File: src/rtl/mem_arb_pkg.sv
// Shared encodings for the two-into-one memory request arbiter.
// Consumers import mem_arb_pkg::*; round-robin build is selected by MEM_ARB_RR_EN.
package mem_arb_pkg;

   typedef enum logic [1:0] {
      ST_IDLE = 2'd0,
      ST_ADDR = 2'd1,
      ST_RESP = 2'd2
   } arb_state_e;

   typedef enum logic {
      OWN_INST = 1'b0,
      OWN_DATA = 1'b1
   } owner_e;

   localparam logic [1:0] SZ_BYTE = 2'd0;
   localparam logic [1:0] SZ_HALF = 2'd1;
   localparam logic [1:0] SZ_WORD = 2'd2;

endpackage

File: src/rtl/mem_arb_grant.sv
// Winner select between the instruction and data requesters.
// With MEM_ARB_RR_EN defined it owns the round-robin pointer; otherwise data has fixed priority.
module mem_arb_grant
   import mem_arb_pkg::*;
(
`ifdef MEM_ARB_RR_EN
   input  logic clk,
   input  logic resetn,
   input  logic accept_i,
   input  logic accept_owner_i,
`endif
   input  logic inst_req_i,
   input  logic data_req_i,
   output logic winner_o
);

`ifdef MEM_ARB_RR_EN
   // last_q holds the most recently granted requester; the other one wins a tie.
   owner_e last_q;
   owner_e last_d;

   always_comb begin
      last_d = last_q;
      if (accept_i) begin
         last_d = owner_e'(accept_owner_i);
      end
   end

   always_ff @(posedge clk or negedge resetn) begin
      if (!resetn) begin
         last_q <= OWN_INST;
      end else begin
         last_q <= last_d;
      end
   end

   always_comb begin
      winner_o = OWN_INST;
      if (inst_req_i && data_req_i) begin
         winner_o = (last_q == OWN_INST) ? OWN_DATA : OWN_INST;
      end else if (data_req_i) begin
         winner_o = OWN_DATA;
      end
   end
`else
   logic unused_inst_req;
   assign unused_inst_req = inst_req_i;

   always_comb begin
      winner_o = data_req_i ? OWN_DATA : OWN_INST;
   end
`endif

endmodule

File: src/rtl/mem_req_arbiter.sv
// Shares one SRAM-like memory port between instruction fetch and data access, one transaction in flight.
// Define MEM_ARB_RR_EN for round-robin arbitration instead of data-over-instruction priority.
module mem_req_arbiter
   import mem_arb_pkg::*;
#(
   parameter int ADDR_W = 32,
   parameter int DATA_W = 32
) (
   input  logic              clk,
   input  logic              resetn,
   input  logic              inst_req,
   input  logic              inst_wr,
   input  logic [1:0]        inst_size,
   input  logic [DATA_W/8-1:0] inst_wstrb,
   input  logic [ADDR_W-1:0] inst_addr,
   input  logic [DATA_W-1:0] inst_wdata,
   output logic              inst_addr_ok,
   output logic              inst_data_ok,
   output logic [DATA_W-1:0] inst_rdata,
   input  logic              data_req,
   input  logic              data_wr,
   input  logic [1:0]        data_size,
   input  logic [DATA_W/8-1:0] data_wstrb,
   input  logic [ADDR_W-1:0] data_addr,
   input  logic [DATA_W-1:0] data_wdata,
   output logic              data_addr_ok,
   output logic              data_data_ok,
   output logic [DATA_W-1:0] data_rdata,
   output logic              mem_req,
   output logic              mem_wr,
   output logic [1:0]        mem_size,
   output logic [DATA_W/8-1:0] mem_wstrb,
   output logic [ADDR_W-1:0] mem_addr,
   output logic [DATA_W-1:0] mem_wdata,
   input  logic              mem_addr_ok,
   input  logic              mem_data_ok,
   input  logic [DATA_W-1:0] mem_rdata,
   output logic [1:0]        dbg_state_o,
   output logic              dbg_owner_o
);

   arb_state_e state_q, state_d;
   owner_e     owner_q, owner_d;
   owner_e     sel_owner;
   logic       grant_winner;
   logic       req_raw;
   logic       accept;
   logic       resp;

   mem_arb_grant u_grant (
`ifdef MEM_ARB_RR_EN
      .clk            (clk),
      .resetn         (resetn),
      .accept_i       (accept),
      .accept_owner_i (sel_owner),
`endif
      .inst_req_i     (inst_req),
      .data_req_i     (data_req),
      .winner_o       (grant_winner)
   );

   // Only IDLE arbitrates; ADDR and RESP stay locked on the latched owner.
   always_comb begin
      state_d   = state_q;
      owner_d   = owner_q;
      req_raw   = 1'b0;
      sel_owner = (state_q == ST_IDLE) ? owner_e'(grant_winner) : owner_q;
      case (state_q)
         ST_IDLE: begin
            if (inst_req || data_req) begin
               req_raw = 1'b1;
               owner_d = owner_e'(grant_winner);
               state_d = mem_addr_ok ? ST_RESP : ST_ADDR;
            end
         end
         ST_ADDR: begin
            req_raw = 1'b1;
            if (mem_addr_ok) begin
               state_d = ST_RESP;
            end
         end
         ST_RESP: begin
            if (mem_data_ok) begin
               state_d = ST_IDLE;
            end
         end
         default: state_d = ST_IDLE;
      endcase
   end

   always_ff @(posedge clk or negedge resetn) begin
      if (!resetn) begin
         state_q <= ST_IDLE;
         owner_q <= OWN_INST;
      end else begin
         state_q <= state_d;
         owner_q <= owner_d;
      end
   end

   // Gating on resetn keeps every handshake output quiet while reset is held.
   assign mem_req = req_raw & resetn;
   assign accept  = mem_req & mem_addr_ok;
   assign resp    = resetn & (state_q == ST_RESP) & mem_data_ok;

   assign inst_addr_ok = accept & (sel_owner == OWN_INST);
   assign data_addr_ok = accept & (sel_owner == OWN_DATA);
   assign inst_data_ok = resp & (owner_q == OWN_INST);
   assign data_data_ok = resp & (owner_q == OWN_DATA);
   assign inst_rdata   = mem_rdata;
   assign data_rdata   = mem_rdata;

   assign mem_wr    = (sel_owner == OWN_DATA) ? data_wr    : inst_wr;
   assign mem_size  = (sel_owner == OWN_DATA) ? data_size  : inst_size;
   assign mem_wstrb = (sel_owner == OWN_DATA) ? data_wstrb : inst_wstrb;
   assign mem_addr  = (sel_owner == OWN_DATA) ? data_addr  : inst_addr;
   assign mem_wdata = (sel_owner == OWN_DATA) ? data_wdata : inst_wdata;

   assign dbg_state_o = state_q;
   assign dbg_owner_o = owner_q;

endmodule

File: config.mk
export PLATFORM = sky130hd
export DESIGN_NAME = mem_req_arbiter
export DESIGN_NICKNAME = d
export VERILOG_FILES = /design/src/rtl/mem_arb_pkg.sv /design/src/rtl/mem_arb_grant.sv /design/src/rtl/mem_req_arbiter.sv
export SDC_FILE = /design/constraint.sdc
export NUM_CORES = 1
export LEC_CHECK = 0
export ABC_AREA = 1
export BUFFER_PORTS_ARGS = -buffer_cell sky130_fd_sc_hd__clkbuf_2
export CORE_AREA = 2 2 124 126
export DETAILED_ROUTE_END_ITERATION = 7
export DIE_AREA = 0 0 126 128
export SYNTH_ARGS = -nofsm -noshare
export SYNTH_HDL_FRONTEND = slang
export SYNTH_SLANG_ARGS = --single-unit
File: constraint.sdc
create_clock -name clk -period 1.4 [get_ports clk]
set_input_delay 0.42 -clock clk [delete_from_list [all_inputs] [get_ports clk]]
set_output_delay 0.42 -clock clk [all_outputs]
set_load 0.05 [all_outputs]
==> impl_metrics.toml, run 1 <==
[sta]
slew_violations = 0
setup_violations = 78
hold_violations = 0
fmax_mhz = 488
finalCritPeriodShare_pct = 146
worstMarginPinSlew_ns = 0.231
fin_crit_ns = 2.05
fin_skew_ns = 0.00290
rsz0062_at_grt = "true"
setup_slack_ns = -0.648
slew-limit-headroom_pct = 84.6
hold-worst-slack_ns = 0.199

[layout]
syn_to_final_growth_pct = 225
antennaDiodeCount = 0
drive_gt1_share_pct = 92.6
final_common_cell = "clkbuf_2"
stdcell_count = 728
layout.nets = 721
layout_common_cells = "clkbuf_2, nand2_4, nand3_2"

[synth]
ys_types = 16
synthMuxAreaShare_pct = 0
synth_top_family_by_area = "simple AND/OR/NAND/NOR gates"
syn_area_um2 = 1970
yosys.area_share.xor_xnor_pct = 0
synthesis.nets = 520
yosys.area_share.simple_pct = 57.1
synth-seq-area-share_pct = 3.81
ys.warnings.count = 0
synth_cells = 340
synth_adder_area_share_pct = 0
syn_area_per_cell_um2 = 5.79
synth_compound_area_share_pct = 0.254
ys_seq_elements = 3

[global_routing]
use_met3_pct = 4.30
grt-ovfl-total = 0
grt_pass1_wl_um = 17300
grt_util_met1_pct = 15.7
grt_usage_pct = 13.9
top_usage_layer = "met2"
grt_pass1_vias = 3057
grt_max_degree = 45
antenna_found_initial = 0
grt_use_met2_pct = 25.0

[clock_network]
clk_path_buf_depth = 2
cts_tree = "yes"
cts_sinks = 3
htreeDepth = 1
root_buffer = "clkbuf_16"
path_clk_slew_ns = 0.03
cts_buffers = 3
clock_latency_ns = 0.23

[worst_setup_path]
arrival_ns = 1.63
crit_path_end_kind = "output pin"
worst-path-max-fanout = 6
worst-setup-path-type = "reg -> out"
r2r_slack_ns = 0.03
worstReg2RegEnd = "dbg_owner_o"
r2r-start = "dbg_state_o[0]"
r2r.worst_path.cells = 7
cp.required_ns = 0.98
cp-start-kind = "register"

[drt]
vias = 3255
vias_per_cell = 4.47
dr.pass1.iters = 4
drt_first_iter_violations = 112
drc = 0
ant_nets = 0
drt-total-wl_um = 15300
wl_per_cell_um = 21.0

[die]
dieWidth_um = 126
initial_core_util_pct = 13.2
io-pin-count = 323
coreArea_um2 = 14900
dieArea_um2 = 16100
rows = 45
die_h_um = 128

[pwr]
power_density_nw_per_um2 = 1340
leakagePower_nw = 3.08
ir_worst_vdd_uv = 614

[status]
run_status = "finished, violations left"
failed_checks = "setup timing"

[place]
io_buffers = 226
hpwl_um = 7860
place_congestion = 0.761
dpl.cell_count = 688

[worst_hold_path]
worstHoldPathType = "in -> async"

[run]
cap_violations = 0
[cells in the mapped netlist]
master,number,area (µm²)
clkbuf_4,3,22.5
inv_2,1,3.75
nand2_4,4,45.0
buf_4,75,563
nand3b_1,1,7.51
inv_1,5,18.8
nand2_1,78,293
nand2_2,1,6.26
dfrtp_1,3,75.1
and2_1,2,12.5
nand3_1,143,716
nand4_1,1,6.26
buf_6,14,158
nor2_4,1,11.3
o21ai_0,1,5.00
nor2_1,7,26.3
[worst max-delay path by stage]
stage	startpoint	endpoint	cells past startpoint
floorplan	dbg_state_o[0]	mem_addr[0]	6
global placement	data_req	mem_wdata[1]	7
detailed placement	data_req	mem_wdata[1]	7
CTS	dbg_state_o[1]	mem_wdata[31]	8
global route	dbg_state_o[0]	mem_addr[16]	8
finish	dbg_state_o[0]	mem_addr[12]	8
[sequential cells by signal (all words and copies together), names as in the netlist]
register,cells
dbg_owner_o,1
dbg_state_o,2
[kinds of logic after synthesis]
logic type             count (synthesis)
and+or+nand+nor                      238
DFF                                    3
AOI/OAI and AO/OA                      1
buffers and inverters                 98
[worst max-delay path, cell delays in order (launching register included)]
cell and delay [ns]:
dfrtp_2 0.42, nor2_4 0.14, buf_12 0.16, nand2_8 0.09
buf_12 0.16, buf_8 0.14, nand3_4 0.08, nand2_4 0.06
buf_12 0.14
[routing by layer]
layer	wire [µm]	part of all wire [%]
met1	6150	40
met2	7800	51
met3	1030	6.8
met4	289	1.9
met5	0	0
[through the flow]
step / worst slack (ns) / total power, mW / utilization (%) / TNS [ns] / cell area (µm²)
6_report: -0.648 / 8.53 / 43.0 / -44.02 / 6390
5_1_grt: -0.693 / 8.85 / 43.0 / -47.88 / 6390
4_1_cts: -0.612 / 7.36 / 35.7 / -42.76 / 5310
3_5_place_dp: -0.542 / 5.22 / 26.1 / -33.86 / 3880
3_3_place_gp: -0.550 / 5.20 / 26.1 / -34.21 / 3880
2_1_floorplan: -0.269 / 4.20 / - / -19.95 / 2560
[where the power goes]
part | total, mW | internal [mW] | switching (mW)
registers | 0.131 | 0.105 | 0.0261
logic | 7.94 | 3.57 | 4.38
clock network | 0.459 | 0.376 | 0.0827
total | 8.53 | 4.05 | 4.48
[what timing repair did]
action                                  CTS  global route
endpoints found under the hold margin     0             0
hold buffers                              0             0
resized for setup                       209           134
cloned                                    7            21
buffers inserted                          5             6
pin swaps                                 8            24
endpoints found under the setup margin   79            79
[final cells by class]
| class | instances | area (µm²) |
|---|---|---|
| inverter | 6 | 22.5 |
| clock buffer | 4 | 78.8 |
| tap | 188 | 235 |
| fill | 1388 | 8470 |
| timing repair buffer | 286 | 3260 |
| sequential | 3 | 78.8 |
| multi-input combinational | 241 | 2720 |
(Power assumes the default switching activity.)
==> run 2, diff against run 1 <==
--- a/config.mk
+++ b/config.mk
@@ -6,10 +6,10 @@
 export NUM_CORES = 1
 export LEC_CHECK = 0
 export ABC_AREA = 1
-export BUFFER_PORTS_ARGS = -buffer_cell sky130_fd_sc_hd__clkbuf_2
-export CORE_AREA = 2 2 124 126
+export CORE_AREA = 2 2 127 129
 export DETAILED_ROUTE_END_ITERATION = 7
-export DIE_AREA = 0 0 126 128
+export DIE_AREA = 0 0 129 131
+export DONT_BUFFER_PORTS = 1
 export SYNTH_ARGS = -nofsm -noshare
 export SYNTH_HDL_FRONTEND = slang
 export SYNTH_SLANG_ARGS = --single-unit
==> impl_metrics.toml, run 2 (synthesized netlist as in run 1, its figures left out) <==
[drt]
vias_per_cell = 4.27
ant_nets = 0
drt_first_iter_violations = 61
drt-total-wl_um = 7560
vias = 2117
wl_per_cell_um = 15.2
drc = 0
dr.pass1.iters = 4

[worst_setup_path]
slowest_stage = "dfrtp_2"
worst-setup-path-type = "reg -> out"
worst-path-max-fanout = 35
worst_path_dominant_cell_family = "simple AND/OR/NAND/NOR gates"
startpoint = "dbg_state_o[1]"
cpPeakStageDelay_ns = 0.43
cp-start-kind = "register"
r2r.worst_path.cells = 5
path_buf_inv = 2
worstReg2RegEnd = "dbg_owner_o"
cpMostUsedCell = "nand2_4"
cp.required_ns = 0.98
crit_path_end_kind = "output pin"
path_cells = "inv_2, nand2_4, nand2_8, buf_16, nand3_1, nand2_4"
r2r-start = "dbg_state_o[0]"
r2r_slack_ns = 0.15
arrival_ns = 1.48

[clock_network]
clk_path_buf_depth = 2
path_clk_slew_ns = 0.03
root_buffer = "clkbuf_16"
clock_latency_ns = 0.23
htreeDepth = 1
cts_sinks = 3
cts_buffers = 3
cts_tree = "yes"

[pwr]
power_density_nw_per_um2 = 1740
ir_worst_vdd_uv = 600
leakagePower_nw = 1.16

[sta]
hold_violations = 0
slew_violations = 0
finalCritPeriodShare_pct = 136
fmax_mhz = 527
setup_violations = 77
fin_crit_ns = 1.90
worstMarginPinSlew_ns = 0.189
fin_skew_ns = 0.000631
rsz0062_at_grt = "true"
slew-limit-headroom_pct = 87.4
setup_slack_ns = -0.498
fin_setup_tns_ns = -35.15

[layout]
seq_area_um2 = 78.8
layout.nets = 461
stdcell_count = 496
drive_gt1_share_pct = 48.6
fillCellCount = 1763
antennaDiodeCount = 0
largest_reg_flops = 2
syn_to_final_growth_pct = 33.8
final_common_cell = "nand3_1"
multi_input_area_um2 = 1790
layout_common_cells = "nand3_1, nand2_4, nand3_2"

[place]
dpl.cell_count = 487
place_congestion = 0.737
hpwl_um = 6180
io_buffers = 0

[global_routing]
grt-ovfl-total = 0
grt_pass1_wl_um = 9840
grt_usage_pct = 7.43
antenna_found_initial = 0
grt_max_degree = 38
grt_pass1_vias = 1915

[worst_hold_path]
hold_depth = 1
worstHoldPathType = "in -> reg"
hold_path_end = "dbg_owner_o"
hp-start = "inst_req"

[die]
die_h_um = 131
dieWidth_um = 129
io-pin-count = 323
coreArea_um2 = 15600
initial_core_util_pct = 12.6
rows = 46
dieArea_um2 = 16900

[run]
cap_violations = 0

[status]
failed_checks = "setup timing"
run_status = "finished, violations left"
## run 2: worst max path at each step
stage,end,slack (ns),depth (start not counted)
6_report,mem_size[1],-0.50,6
5_1_grt,mem_size[1],-0.56,6
4_1_cts,mem_size[1],-0.50,6
3_5_place_dp,mem_addr[9],-0.28,6
3_3_place_gp,mem_addr[9],-0.26,6
2_1_floorplan,mem_addr[0],-0.27,6
## run 2: repair_timing
item,4_1_cts,5_1_grt
endpoints found under the setup margin,77,78
hold endpoints to repair,3,0
pin swaps,30,22
setup buffers,3,1
hold buffers,1,0
gates cloned,0,0
gates resized for setup,18,4
## run 2: through the flow
stage | hold WS, ns | utilization (%) | power (mW) | setup slack [ns] | cell area (µm²)
2_1_floorplan | 0.124 | - | 4.20 | -0.269 | 2560
3_3_place_gp | 0.125 | 15.4 | 4.00 | -0.257 | 2410
3_5_place_dp | 0.125 | 15.4 | 4.02 | -0.283 | 2410
4_1_cts | 0.293 | 16.7 | 4.59 | -0.499 | 2610
5_1_grt | 0.300 | 16.9 | 4.79 | -0.559 | 2640
6_report | 0.293 | 16.9 | 4.58 | -0.498 | 2640
## run 2: per-layer routing
metal | global-route usage (%) | routed length [µm] | vias to the layer above
li1 | - | - | 950
met4 | 3.77 | 277 | 0
met5 | 0 | 0 | -
met1 | 7.04 | 2540 | 929
met2 | 14.5 | 3800 | 206
met3 | 2.20 | 941 | 32
## run 2: cell type report
class	count	area share [%]
clock buffers	4	2.99
inverters	6	0.855
well taps	216	10.3
multi-input cells	239	68.0
repair buffers	28	14.9
flip-flops and latches	3	2.99
## run 2: report_power, final
part	leakage, nW	internal [mW]	switching (mW)
Combinational	1.09	0.910	3.08
Sequential	0.0320	0.105	0.0283
Clock	0.0382	0.377	0.0865
Total	1.16	1.39	3.19
